$ cat src/rtl/pipe_addsub_if.sv
// -----------------------------------------------------------------------------
// pipe_addsub_if
//
// Bundles the operand/result handshake of pipe_addsub.
//
//   master modport : the side that supplies operands and consumes results
//                    (operand-fetch stage / result mux, or a testbench)
//   slave modport  : the arithmetic pipeline itself
//
// Signals
//   in_valid  operand beat present             (master -> slave)
//   in_ready  pipeline accepts a beat          (slave  -> master)
//   a, b      operands, WIDTH bits             (master -> slave)
//   sub       1: a - b, 0: a + b               (master -> slave)
//   is_signed 1: two's-complement overflow     (master -> slave)
//   out_valid result present                   (slave  -> master)
//   out_ready consumer takes the result        (master -> slave)
//   s         result, WIDTH bits               (slave  -> master)
//   carry     raw carry-out of the MSB         (slave  -> master)
//   overflow  overflow for the selected mode   (slave  -> master)
// -----------------------------------------------------------------------------
interface pipe_addsub_if #(
    parameter int WIDTH = 32
) ();

    logic             in_valid;
    logic             in_ready;
    logic [WIDTH-1:0] a;
    logic [WIDTH-1:0] b;
    logic             sub;
    logic             is_signed;
    logic             out_valid;
    logic             out_ready;
    logic [WIDTH-1:0] s;
    logic             carry;
    logic             overflow;

    modport master (
        output in_valid,
        output a,
        output b,
        output sub,
        output is_signed,
        output out_ready,
        input  in_ready,
        input  out_valid,
        input  s,
        input  carry,
        input  overflow
    );

    modport slave (
        input  in_valid,
        input  a,
        input  b,
        input  sub,
        input  is_signed,
        input  out_ready,
        output in_ready,
        output out_valid,
        output s,
        output carry,
        output overflow
    );

endinterface

$ cat src/rtl/pipe_addsub.sv
// -----------------------------------------------------------------------------
// pipe_addsub
//
// Pipelined integer adder/subtractor. The WIDTH-bit carry chain is cut into
// STAGES equal segments; each pipeline stage adds one segment using the carry
// registered by the stage before it, so the pipeline depth equals STAGES.
// Subtraction is a + ~b + 1. Overflow follows either the two's-complement rule
// or the unsigned carry/borrow rule, chosen per beat by is_signed.
//
// Parameters
//   WIDTH  : operand/result width, >= 2
//   STAGES : number of carry-chain segments = pipeline depth; must divide WIDTH
//
// Ports
//   clk : rising-edge clock
//   rst : asynchronous, active-high reset; clears every stage valid and the
//         s/carry/overflow output registers
//   bus : pipe_addsub_if.slave (in_valid/in_ready/a/b/sub/is_signed in,
//         out_valid/out_ready/s/carry/overflow out)
//
// Flow control
//   The whole pipeline advances as one unit: adv = !out_valid || out_ready.
//   Bubbles are kept (fixed latency), results leave in acceptance order, and
//   in_ready is simply adv. All result outputs come straight from flops.
//
// Build option
//   PIPE_ADDSUB_SAT_EN : when defined, an overflowing result is clamped in the
//                        last stage (signed: toward the sign of a; unsigned
//                        add: all ones; unsigned sub: zero). carry and
//                        overflow still report the raw condition. When not
//                        defined the result wraps modulo 2^WIDTH and no clamp
//                        logic exists.
// -----------------------------------------------------------------------------
module pipe_addsub #(
    parameter int WIDTH  = 32,
    parameter int STAGES = 2
) (
    input  logic           clk,
    input  logic           rst,
    pipe_addsub_if.slave   bus
);

    localparam int SEG  = WIDTH / STAGES;
    localparam int LAST = STAGES - 1;

    // Refuse to elaborate with an unusable geometry.
    if (WIDTH < 2 || STAGES < 1 || (WIDTH % STAGES) != 0) begin : g_param_check
        $error("pipe_addsub: WIDTH must be >= 2 and a multiple of STAGES");
    end

    // -------------------------------------------------------------------------
    // Per-stage state. Index i is the register at the output of stage i.
    //   x_r : low segments already summed, upper segments still operand A.
    //         In the last stage this is the finished (possibly clamped) sum.
    //   y_r : operand B' = b ^ {WIDTH{sub}} (only upper segments still needed)
    //   c_r : carry out of the segment summed in this stage
    // -------------------------------------------------------------------------
    logic             v_r   [STAGES];
    logic             c_r   [STAGES];
    logic             sub_r [STAGES];
    logic             sgn_r [STAGES];
    logic [WIDTH-1:0] x_r   [STAGES];
    logic [WIDTH-1:0] y_r   [STAGES];
    logic             ovf_r;

    // Inputs seen by each stage: the port for stage 0, the previous register
    // for every later stage.
    logic             src_v_s   [STAGES];
    logic             src_c_s   [STAGES];
    logic             src_sub_s [STAGES];
    logic             src_sgn_s [STAGES];
    logic [WIDTH-1:0] src_x_s   [STAGES];
    logic [WIDTH-1:0] src_y_s   [STAGES];

    logic [SEG:0]     seg_sum_s [STAGES];
    logic [WIDTH-1:0] nxt_x_s   [STAGES];
    logic             nxt_c_s   [STAGES];

    logic             adv_s;
    logic             a_msb_s;
    logic             b_msb_s;
    logic             sum_msb_s;
    logic             ovf_s;
    logic [WIDTH-1:0] res_s;

    // Global advance: every stage moves when the output slot is free or drains.
    always_comb begin
        adv_s = ~v_r[LAST] | bus.out_ready;
    end

    // Stage inputs and the segment adder of every stage.
    always_comb begin
        src_v_s[0]   = bus.in_valid;
        src_c_s[0]   = bus.sub;
        src_sub_s[0] = bus.sub;
        src_sgn_s[0] = bus.is_signed;
        src_x_s[0]   = bus.a;
        src_y_s[0]   = bus.b ^ {WIDTH{bus.sub}};
        for (int i = 1; i < STAGES; i++) begin
            src_v_s[i]   = v_r[i-1];
            src_c_s[i]   = c_r[i-1];
            src_sub_s[i] = sub_r[i-1];
            src_sgn_s[i] = sgn_r[i-1];
            src_x_s[i]   = x_r[i-1];
            src_y_s[i]   = y_r[i-1];
        end
        for (int i = 0; i < STAGES; i++) begin
            // One SEG-bit slice plus incoming carry; MSB of the sum is carry-out.
            seg_sum_s[i] = {1'b0, src_x_s[i][i*SEG +: SEG]}
                         + {1'b0, src_y_s[i][i*SEG +: SEG]}
                         + {{SEG{1'b0}}, src_c_s[i]};
            nxt_x_s[i]                = src_x_s[i];
            nxt_x_s[i][i*SEG +: SEG]  = seg_sum_s[i][SEG-1:0];
            nxt_c_s[i]                = seg_sum_s[i][SEG];
        end
    end

    // Last-stage overflow decision and optional clamp.
    always_comb begin
        // The top segment of x is still untouched operand A on entry to the
        // last stage, so its MSB is a[MSB].
        a_msb_s   = src_x_s[LAST][WIDTH-1];
        b_msb_s   = src_y_s[LAST][WIDTH-1];
        sum_msb_s = nxt_x_s[LAST][WIDTH-1];

        if (src_sgn_s[LAST]) begin
            // Same-sign operands producing a result of the other sign.
            ovf_s = (a_msb_s == b_msb_s) && (sum_msb_s != a_msb_s);
        end else if (src_sub_s[LAST]) begin
            // Unsigned subtract: carry-out 0 means a borrow occurred.
            ovf_s = ~nxt_c_s[LAST];
        end else begin
            ovf_s = nxt_c_s[LAST];
        end

        res_s = nxt_x_s[LAST];
`ifdef PIPE_ADDSUB_SAT_EN
        if (ovf_s) begin
            case ({src_sgn_s[LAST], src_sub_s[LAST]})
                2'b10, 2'b11: begin
                    // Signed overflow always goes past the limit on a's side.
                    if (a_msb_s) begin
                        res_s = {1'b1, {(WIDTH-1){1'b0}}};
                    end else begin
                        res_s = {1'b0, {(WIDTH-1){1'b1}}};
                    end
                end
                2'b01:   res_s = {WIDTH{1'b0}};
                2'b00:   res_s = {WIDTH{1'b1}};
                default: res_s = nxt_x_s[LAST];
            endcase
        end else begin
            res_s = nxt_x_s[LAST];
        end
`endif
    end

    // Pipeline registers: cleared by reset, shifted together on adv, else held.
    always_ff @(posedge clk or posedge rst) begin
        if (rst) begin
            for (int i = 0; i < STAGES; i++) begin
                v_r[i]   <= 1'b0;
                c_r[i]   <= 1'b0;
                sub_r[i] <= 1'b0;
                sgn_r[i] <= 1'b0;
                x_r[i]   <= {WIDTH{1'b0}};
                y_r[i]   <= {WIDTH{1'b0}};
            end
            ovf_r <= 1'b0;
        end else if (adv_s) begin
            for (int i = 0; i < STAGES; i++) begin
                v_r[i]   <= src_v_s[i];
                c_r[i]   <= nxt_c_s[i];
                sub_r[i] <= src_sub_s[i];
                sgn_r[i] <= src_sgn_s[i];
                y_r[i]   <= src_y_s[i];
                if (i == LAST) begin
                    x_r[i] <= res_s;
                end else begin
                    x_r[i] <= nxt_x_s[i];
                end
            end
            ovf_r <= ovf_s;
        end else begin
            // Stall: every stage keeps its beat, outputs stay stable.
            ovf_r <= ovf_r;
        end
    end

    assign bus.in_ready  = adv_s;
    assign bus.out_valid = v_r[LAST];
    assign bus.s         = x_r[LAST];
    assign bus.carry     = c_r[LAST];
    assign bus.overflow  = ovf_r;

endmodule

$ cat src/flat_wrapper.sv
// flat-port wrapper written by rule: the top's interface ports become plain ports
module pipe_addsub_flat 
#(
    parameter int WIDTH  = 32,
    parameter int STAGES = 2
)
  (clk, rst, bus_in_valid, bus_a, bus_b, bus_sub, bus_is_signed, bus_out_ready, bus_in_ready, bus_out_valid, bus_s, bus_carry, bus_overflow);
  pipe_addsub_if #(.WIDTH(WIDTH)) bus_i ();
  input  logic clk;
  input  logic rst;
  input wire logic [$bits(bus_i.in_valid)-1:0] bus_in_valid;
  input wire logic [$bits(bus_i.a)-1:0] bus_a;
  input wire logic [$bits(bus_i.b)-1:0] bus_b;
  input wire logic [$bits(bus_i.sub)-1:0] bus_sub;
  input wire logic [$bits(bus_i.is_signed)-1:0] bus_is_signed;
  input wire logic [$bits(bus_i.out_ready)-1:0] bus_out_ready;
  output wire logic [$bits(bus_i.in_ready)-1:0] bus_in_ready;
  output wire logic [$bits(bus_i.out_valid)-1:0] bus_out_valid;
  output wire logic [$bits(bus_i.s)-1:0] bus_s;
  output wire logic [$bits(bus_i.carry)-1:0] bus_carry;
  output wire logic [$bits(bus_i.overflow)-1:0] bus_overflow;
  assign bus_i.in_valid = bus_in_valid;
  assign bus_i.a = bus_a;
  assign bus_i.b = bus_b;
  assign bus_i.sub = bus_sub;
  assign bus_i.is_signed = bus_is_signed;
  assign bus_i.out_ready = bus_out_ready;
  assign bus_in_ready = bus_i.in_ready;
  assign bus_out_valid = bus_i.out_valid;
  assign bus_s = bus_i.s;
  assign bus_carry = bus_i.carry;
  assign bus_overflow = bus_i.overflow;
  pipe_addsub #(.WIDTH(WIDTH), .STAGES(STAGES)) u_core (.clk(clk), .rst(rst), .bus(bus_i));
endmodule
$ cat config.mk
export PLATFORM = sky130hd
export DESIGN_NAME = pipe_addsub_flat
export DESIGN_NICKNAME = d
export VERILOG_FILES = /design/src/rtl/pipe_addsub_if.sv /design/src/rtl/pipe_addsub.sv /design/src/flat_wrapper.sv
export SDC_FILE = /design/constraint.sdc
export NUM_CORES = 1
export LEC_CHECK = 0
export ABC_CLOCK_PERIOD_IN_PS = 2500
export CORE_UTILIZATION = 47
export CTS_CLUSTER_DIAMETER = 40
export DETAILED_ROUTE_END_ITERATION = 10
export PLACE_DENSITY = 0.79
export SYNTH_ARGS = -nofsm -noshare
export SYNTH_HDL_FRONTEND = slang
export SYNTH_SLANG_ARGS = --single-unit
$ cat constraint.sdc
create_clock -name clk -period 2.5 [get_ports clk]
set_input_delay 0.25 -clock clk [delete_from_list [all_inputs] [get_ports clk]]
set_output_delay 0.25 -clock clk [all_outputs]
set_load 0.01 [all_outputs]
Yosys cells after proc, flatten, opt, wreduce, memory -nomap -nowiden --
Index checks and enable logic that the tools add are counted.
Operators by class: $lt $le $gt $ge 0, equal/unequal tests 2, $mul 0, muxes and demuxes 2, reduce and logical (&&, ||, !) cells 1, shifts and indexed selects 0, bitwise logic cells 4, divide/modulo/power cells 0, add/sub/neg operators 4
Operator list (number):
- $add 16x16->17 | 2
- $add 17x1->17 | 2
- $xor 32x32->32 | 1
- $mux 1 | 2
- $not 1->1 | 2
- $eq 1x1->1 | 1
- $logic_and 1x1->1 | 1
- $ne 1x1->1 | 1
- $or 1x1->1 | 1
Word-level totals: register bits 103, output and inout bits 36, memories kept 0, input port bits 70, memory bits (writable) 0, bits in latches 0, word-level logic and storage cells 23, bits in read-only memories 0

Logic depth before layout (Yosys ltp) --
depth in word-level cells 5, gate-level depth with buffers 11, depth with buffers taken out 9

Least setup slack after synthesis --
Ideal clock, no wire load.
path type in2reg, start input port bus_sub, end register u_core.x_r (netlist bit u_core.nxt_x_s[12]), buffers on the path 2, cell stages on the path 11, required time 2.364 ns, slack 0.006 ns, arrival time 2.358 ns, cell sequence buf_2 -> buf_2 -> xor2_1 -> inv_1 -> fa_1 -> nor2b_1 -> o21a_1 -> o21ai_1 -> a2111oi_1 -> o31a_1 -> o31ai_1
Between the ends: longest elaborated chain between the ends 3
RTL lines:
- from (decl) | line flat_wrapper.sv:14 | input wire logic [$bits(bus_i.sub)-1:0] bus_sub;
- $xor 32x32->32 | line pipe_addsub.sv:98 | src_y_s[0] = bus.b ^ {WIDTH{bus.sub}};
- $add 16x16->17 | line pipe_addsub.sv:110 | + {1'b0, src_y_s[i][i*SEG +: SEG]}
- $add 17x1->17 * | line pipe_addsub.sv:111 | + {{SEG{1'b0}}, src_c_s[i]};
- to (signal, indexed assignment) | line pipe_addsub.sv:166 | x_r[i] <= {WIDTH{1'b0}};
- to (signal, indexed assignment) | line pipe_addsub.sv:178 | x_r[i] <= res_s;
- to (signal, indexed assignment) | line pipe_addsub.sv:180 | x_r[i] <= nxt_x_s[i];
- to (decl) | line pipe_addsub.sv:62 | logic [WIDTH-1:0] x_r [STAGES];
Every way passes the cells marked *; elsewhere a longest branch is shown, timed or not. A chain may end at the register's enable or synchronous reset.

Worst setup path in the final report --
start register u_core.y_r (netlist bit u_core.src_y_s[16]), end register u_core.ovf_r (netlist: u_core.bus.overflow)
Between the ends: longest elaborated chain between the ends 5, elaborated cells on any way between the ends 7, classes of those cells 2 x add/sub; 1 x eq/ne; 2 x mux; 1 x bitwise; 1 x reduce/logical
RTL lines:
- from (decl) | line pipe_addsub.sv:63 | logic [WIDTH-1:0] y_r [STAGES];
- from (signal, indexed assignment) | line pipe_addsub.sv:167 | y_r[i] <= {WIDTH{1'b0}};
- from (signal, indexed assignment) | line pipe_addsub.sv:176 | y_r[i] <= src_y_s[i];
- $add 16x16->17 * | line pipe_addsub.sv:110
- $add 17x1->17 * | line pipe_addsub.sv:111
- $ne 1x1->1 or $not 1->1 (tied branches) | line pipe_addsub.sv:128, pipe_addsub.sv:131
- $logic_and 1x1->1 or $mux 1 (tied branches) | line pipe_addsub.sv:128, pipe_addsub.sv:129
- $mux 1 * | line pipe_addsub.sv:126 | if (src_sgn_s[LAST]) begin
- to (signal assigned) | line pipe_addsub.sv:183 | ovf_r <= ovf_s;
- to (signal assigned) | line pipe_addsub.sv:186 | ovf_r <= ovf_r;
- to (decl) | line pipe_addsub.sv:64 | logic ovf_r;
Marked as above.

==> results.sh <==
export IMPL_result_of_the_run="completed"
export IMPL_power_density_nw_per_um2=825
export IMPL_worstPathCellList="fa_1, inv_1, fa_1, nand2b_1, a21oi_1, o21ai_2, a21oi_1, or3b_1, a31oi_1"
export IMPL_yosys_top_cells_area="sky130_fd_sc_hd__dfrtp_1 42%, sky130_fd_sc_hd__nand2_1 11%, sky130_fd_sc_hd__ha_1 7.3%, sky130_fd_sc_hd__a21oi_1 4.3%, sky130_fd_sc_hd__xor2_1 4.2%"
export IMPL_ctsRootBufferMaster="sky130_fd_sc_hd__clkbuf_8"
export IMPL_cts_tree="built"
export IMPL_insertedDiodeCount=0
export IMPL_post_synth_instance_area_sq_um=5160
export IMPL_timing_setup_tns_ns=0
export IMPL_placed_cell_area_sq_um=6450
export IMPL_fin_ws_ns=0.131
export IMPL_grt_start_max_net_pins=97
export IMPL_number_of_buffers_inserted_to_repair_setup_after_cts=0
export IMPL_timing_critical_path_to_type="flop"
export IMPL_slowest_stage="sky130_fd_sc_hd__fa_1"
export IMPL_gp_congestion=0.898
export IMPL_height_of_the_chip_um=107
export IMPL_mappedNetlistNets=687
export IMPL_hold_class="in -> async"
export IMPL_cp_data_required_time_ns=2.79
export IMPL_first_pass_grt_wire_length_mm=19.4
export IMPL_asyncSetResetFlopFracSynth_pct=100
export IMPL_yosysWarningCount=0
export IMPL_synth_sequential_area_ratio_pct=42.2
export IMPL_power_leakage_nw=3.04
export IMPL_tritoncts_num_sinks=87
export IMPL_synth_seq_cells=87
export IMPL_final_cells=833
export IMPL_io_buffers=105
export IMPL_numPlacedInstances=817
export IMPL_maxSlewViolCount=0
export IMPL_cp_data_arrival_time_ns=2.66
export IMPL_synth_top_cell_area_share_pct=42.2
export IMPL_timing_final_crit_share_pct=94.8
export IMPL_layout_min_cycle_time_ns=2.37
export IMPL_synth_edf_count=0
export IMPL_route_detailed_drc=0
export IMPL_grt_overflow=0
export IMPL_layout_cells_most_common_list="151 x sky130_fd_sc_hd__nand2_1, 104 x sky130_fd_sc_hd__clkdlybuf4s50_1, 87 x sky130_fd_sc_hd__dfrtp_1"
export IMPL_postLayoutCoreUtil_pct=64.1
export IMPL_critical_path_startpoint_type="flop"
export IMPL_timing_critical_path_fanout_max=2
export IMPL_gr_usage_all_layers_pct=21.4
export IMPL_layout_drive_gt1_share_pct=7.75
export IMPL_detail_route_wirelength_mm=11.7
export IMPL_dr_pass1_iters=4
export IMPL_rsz0062_at_grt="true"
export IMPL_ctsHoldBuffers=0
export IMPL_f_max_mhz=422
export IMPL_finalHoldViolations=0
export IMPL_place_hpwl_mm=8.50
export IMPL_syn2layout_area_growth_pct=30.4
export IMPL_grt_antenna_before_repair=0
export IMPL_ioPinCount=106
export IMPL_synth_ff_type="sky130_fd_sc_hd__dfrtp_1"
export IMPL_floorplan_core_area_sq_um=10500
export IMPL_finalSetupViolations=0
export IMPL_net_count_of_the_finished_layout=795
export IMPL_initialDrtViolationCount=167
export IMPL_postSynthCellCount=584
export IMPL_worst_setup_path_type="reg -> reg"
export IMPL_initial_utilization_pct=49.1
export IMPL_vias_in_the_first_global_route=4239
export IMPL_cts_htree_levels=3
export IMPL_overall_power_mw=5.55
export IMPL_worstSkewPairLatency_ns=0.37
export IMPL_hold_worst_slack_ns=0.358
export IMPL_clock_skew_final_ns=0.00911
export IMPL_clk_pin_slew_worst_paths_ns=0.09
export IMPL_layout_cell_area_non_filler_sq_um=6730
export IMPL_vias_per_cell=5.31
export IMPL_die_w_um=107
export IMPL_die_outline_area_sq_um=11400
export IMPL_max_slew_worst_pin_slew_ns=0.577
export IMPL_max_cap_viol_count=0
export IMPL_vdd_drop_max_v=0.000504
export IMPL_relSlewSlack_pct=61.5
export IMPL_fp_row_count=37
export IMPL_cp_slowest_stage_delay_ns=0.47
export IMPL_number_of_cts_inserted_buffers=9
export IMPL_r2r_cells=9
export IMPL_synth_largest_area_cell="sky130_fd_sc_hd__dfrtp_1"
export IMPL_yosys_cell_types_count=55
export IMPL_mostFrequentLayoutCell="sky130_fd_sc_hd__nand2_1"
export IMPL_worst_r2r_end="u_core.bus.overflow$_DFFE_PP0P_"
export IMPL_final_antenna_net_count=0
export IMPL_clock_path_buffers=2
export IMPL_route_detailed_wl_per_inst_um=14.0
export IMPL_average_footprint_of_a_synthesized_cell_sq_um=8.84
export IMPL_regToRegStartpoint="u_core.src_y_s[16]$_DFFE_PP0P_"
export IMPL_worst_r2r_setup_slack_ns=0.13
export IMPL_dr_total_vias=4426
export IMPL_dp_worst_setup_slack_ns=-0.282
==> state kept, by name (all words and copies together) (netlist names) <==
| register | count |
|---|---|
| u_core.a_msb_s | 1 |
| u_core.b_msb_s | 1 |
| u_core.bus.carry | 1 |
| u_core.bus.out_valid | 1 |
| u_core.bus.overflow | 1 |
| u_core.bus.s | 32 |
| u_core.c_r | 1 |
| u_core.nxt_x_s | 16 |
| u_core.sgn_r | 1 |
| u_core.src_sub_s | 1 |
| u_core.src_v_s | 1 |
| u_core.src_x_s | 15 |
| u_core.src_y_s | 15 |
==> worst max-delay path, delay by kind of cell, from the launching register on <==
| family | cells | cell delay (ns) |
|---|---|---|
| compound gates | 4 | 0.61 |
| fa+ha+maj | 2 | 0.67 |
| buf+inv | 1 | 0.09 |
| flops | 1 | 0.41 |
| simple gates | 2 | 0.51 |
==> cells in the mapped netlist (2+ instances only) <==
library cell	n
sky130_fd_sc_hd__dfrtp_1	87
sky130_fd_sc_hd__a21oi_1	44
sky130_fd_sc_hd__nor2b_1	3
sky130_fd_sc_hd__clkbuf_1	16
sky130_fd_sc_hd__fa_1	3
sky130_fd_sc_hd__nand2b_1	5
sky130_fd_sc_hd__buf_2	2
sky130_fd_sc_hd__nand2_1	151
sky130_fd_sc_hd__a41oi_1	2
sky130_fd_sc_hd__mux2i_1	3
sky130_fd_sc_hd__a2111oi_2	3
sky130_fd_sc_hd__o211a_1	3
sky130_fd_sc_hd__xor2_1	25
sky130_fd_sc_hd__and2_1	2
sky130_fd_sc_hd__ha_1	30
sky130_fd_sc_hd__a211oi_1	7
sky130_fd_sc_hd__o21a_1	6
sky130_fd_sc_hd__nor3_1	9
sky130_fd_sc_hd__nand3_1	7
sky130_fd_sc_hd__nor4_1	2
sky130_fd_sc_hd__xnor2_1	24
sky130_fd_sc_hd__a221oi_2	2
sky130_fd_sc_hd__o211ai_1	2
sky130_fd_sc_hd__and3_1	7
sky130_fd_sc_hd__o31ai_1	3
sky130_fd_sc_hd__buf_1	7
sky130_fd_sc_hd__a31oi_1	2
sky130_fd_sc_hd__o31a_1	2
sky130_fd_sc_hd__inv_1	12
sky130_fd_sc_hd__a21o_1	11
sky130_fd_sc_hd__o221ai_1	2
sky130_fd_sc_hd__nor3b_1	2
sky130_fd_sc_hd__nor2_1	39
sky130_fd_sc_hd__o21ai_0	36
sky130_fd_sc_hd__nand3b_1	3
==> cell families after synthesis <==
family / Yosys count / share of synthesized area, %
simple gates: 233 / 18.9
compound gates: 137 / 17.9
mux: 6 / 1.28
fa+ha+maj: 33 / 8.43
flops: 87 / 42.2
buf+inv: 39 / 3.03
xor+xnor: 49 / 8.31
==> what timing repair did <==
item | 4_1_cts | 5_1_grt
pin swaps | 0 | 1
cloned | 0 | 0
endpoints found under the setup margin | 1 | 2
resized for setup | 1 | 2
==> how the worst max path moves through the flow <==
stage                                        start                              end  slack [ns]  cells past startpoint
floorplan                                  bus_sub   u_core.nxt_x_s[12]$_DFFE_PP0P_       0.006                     11
global placement                          bus_b[1]   u_core.nxt_x_s[12]$_DFFE_PP0P_       -0.17                     10
detailed placement                        bus_b[1]   u_core.nxt_x_s[12]$_DFFE_PP0P_       -0.28                     10
CTS                 u_core.src_y_s[16]$_DFFE_PP0P_  u_core.bus.overflow$_DFFE_PP0P_        0.06                      9
global route                              bus_b[1]   u_core.nxt_x_s[14]$_DFFE_PP0P_      -0.008                     10
finish              u_core.src_y_s[16]$_DFFE_PP0P_  u_core.bus.overflow$_DFFE_PP0P_        0.13                      9
==> final cells by class <==
class,instances,area (sq um)
fill,870,3780
multi-input combinational,458,2850
sequential,87,2180
timing repair buffer,123,1220
tap,136,170
clock inverter,7,144
clock buffer,9,124
inverter,13,52.6
==> report_power, final <==
| group | switching (mW) | internal (mW) | total [mW] |
|---|---|---|---|
| clock | 0.522 | 0.767 | 1.29 |
| combinational | 1.10 | 1.12 | 2.22 |
| sequential | 0.241 | 1.80 | 2.04 |
==> metal layers <==
metal	vias up	wire, um	global-route usage (%)
met5	-	0	0
li1	2208	-	-
met3	21	510	4.07
met2	101	5690	36.3
met1	2096	5270	27.1
met4	0	191	7.53
Power figures use the tool's default switching activity.
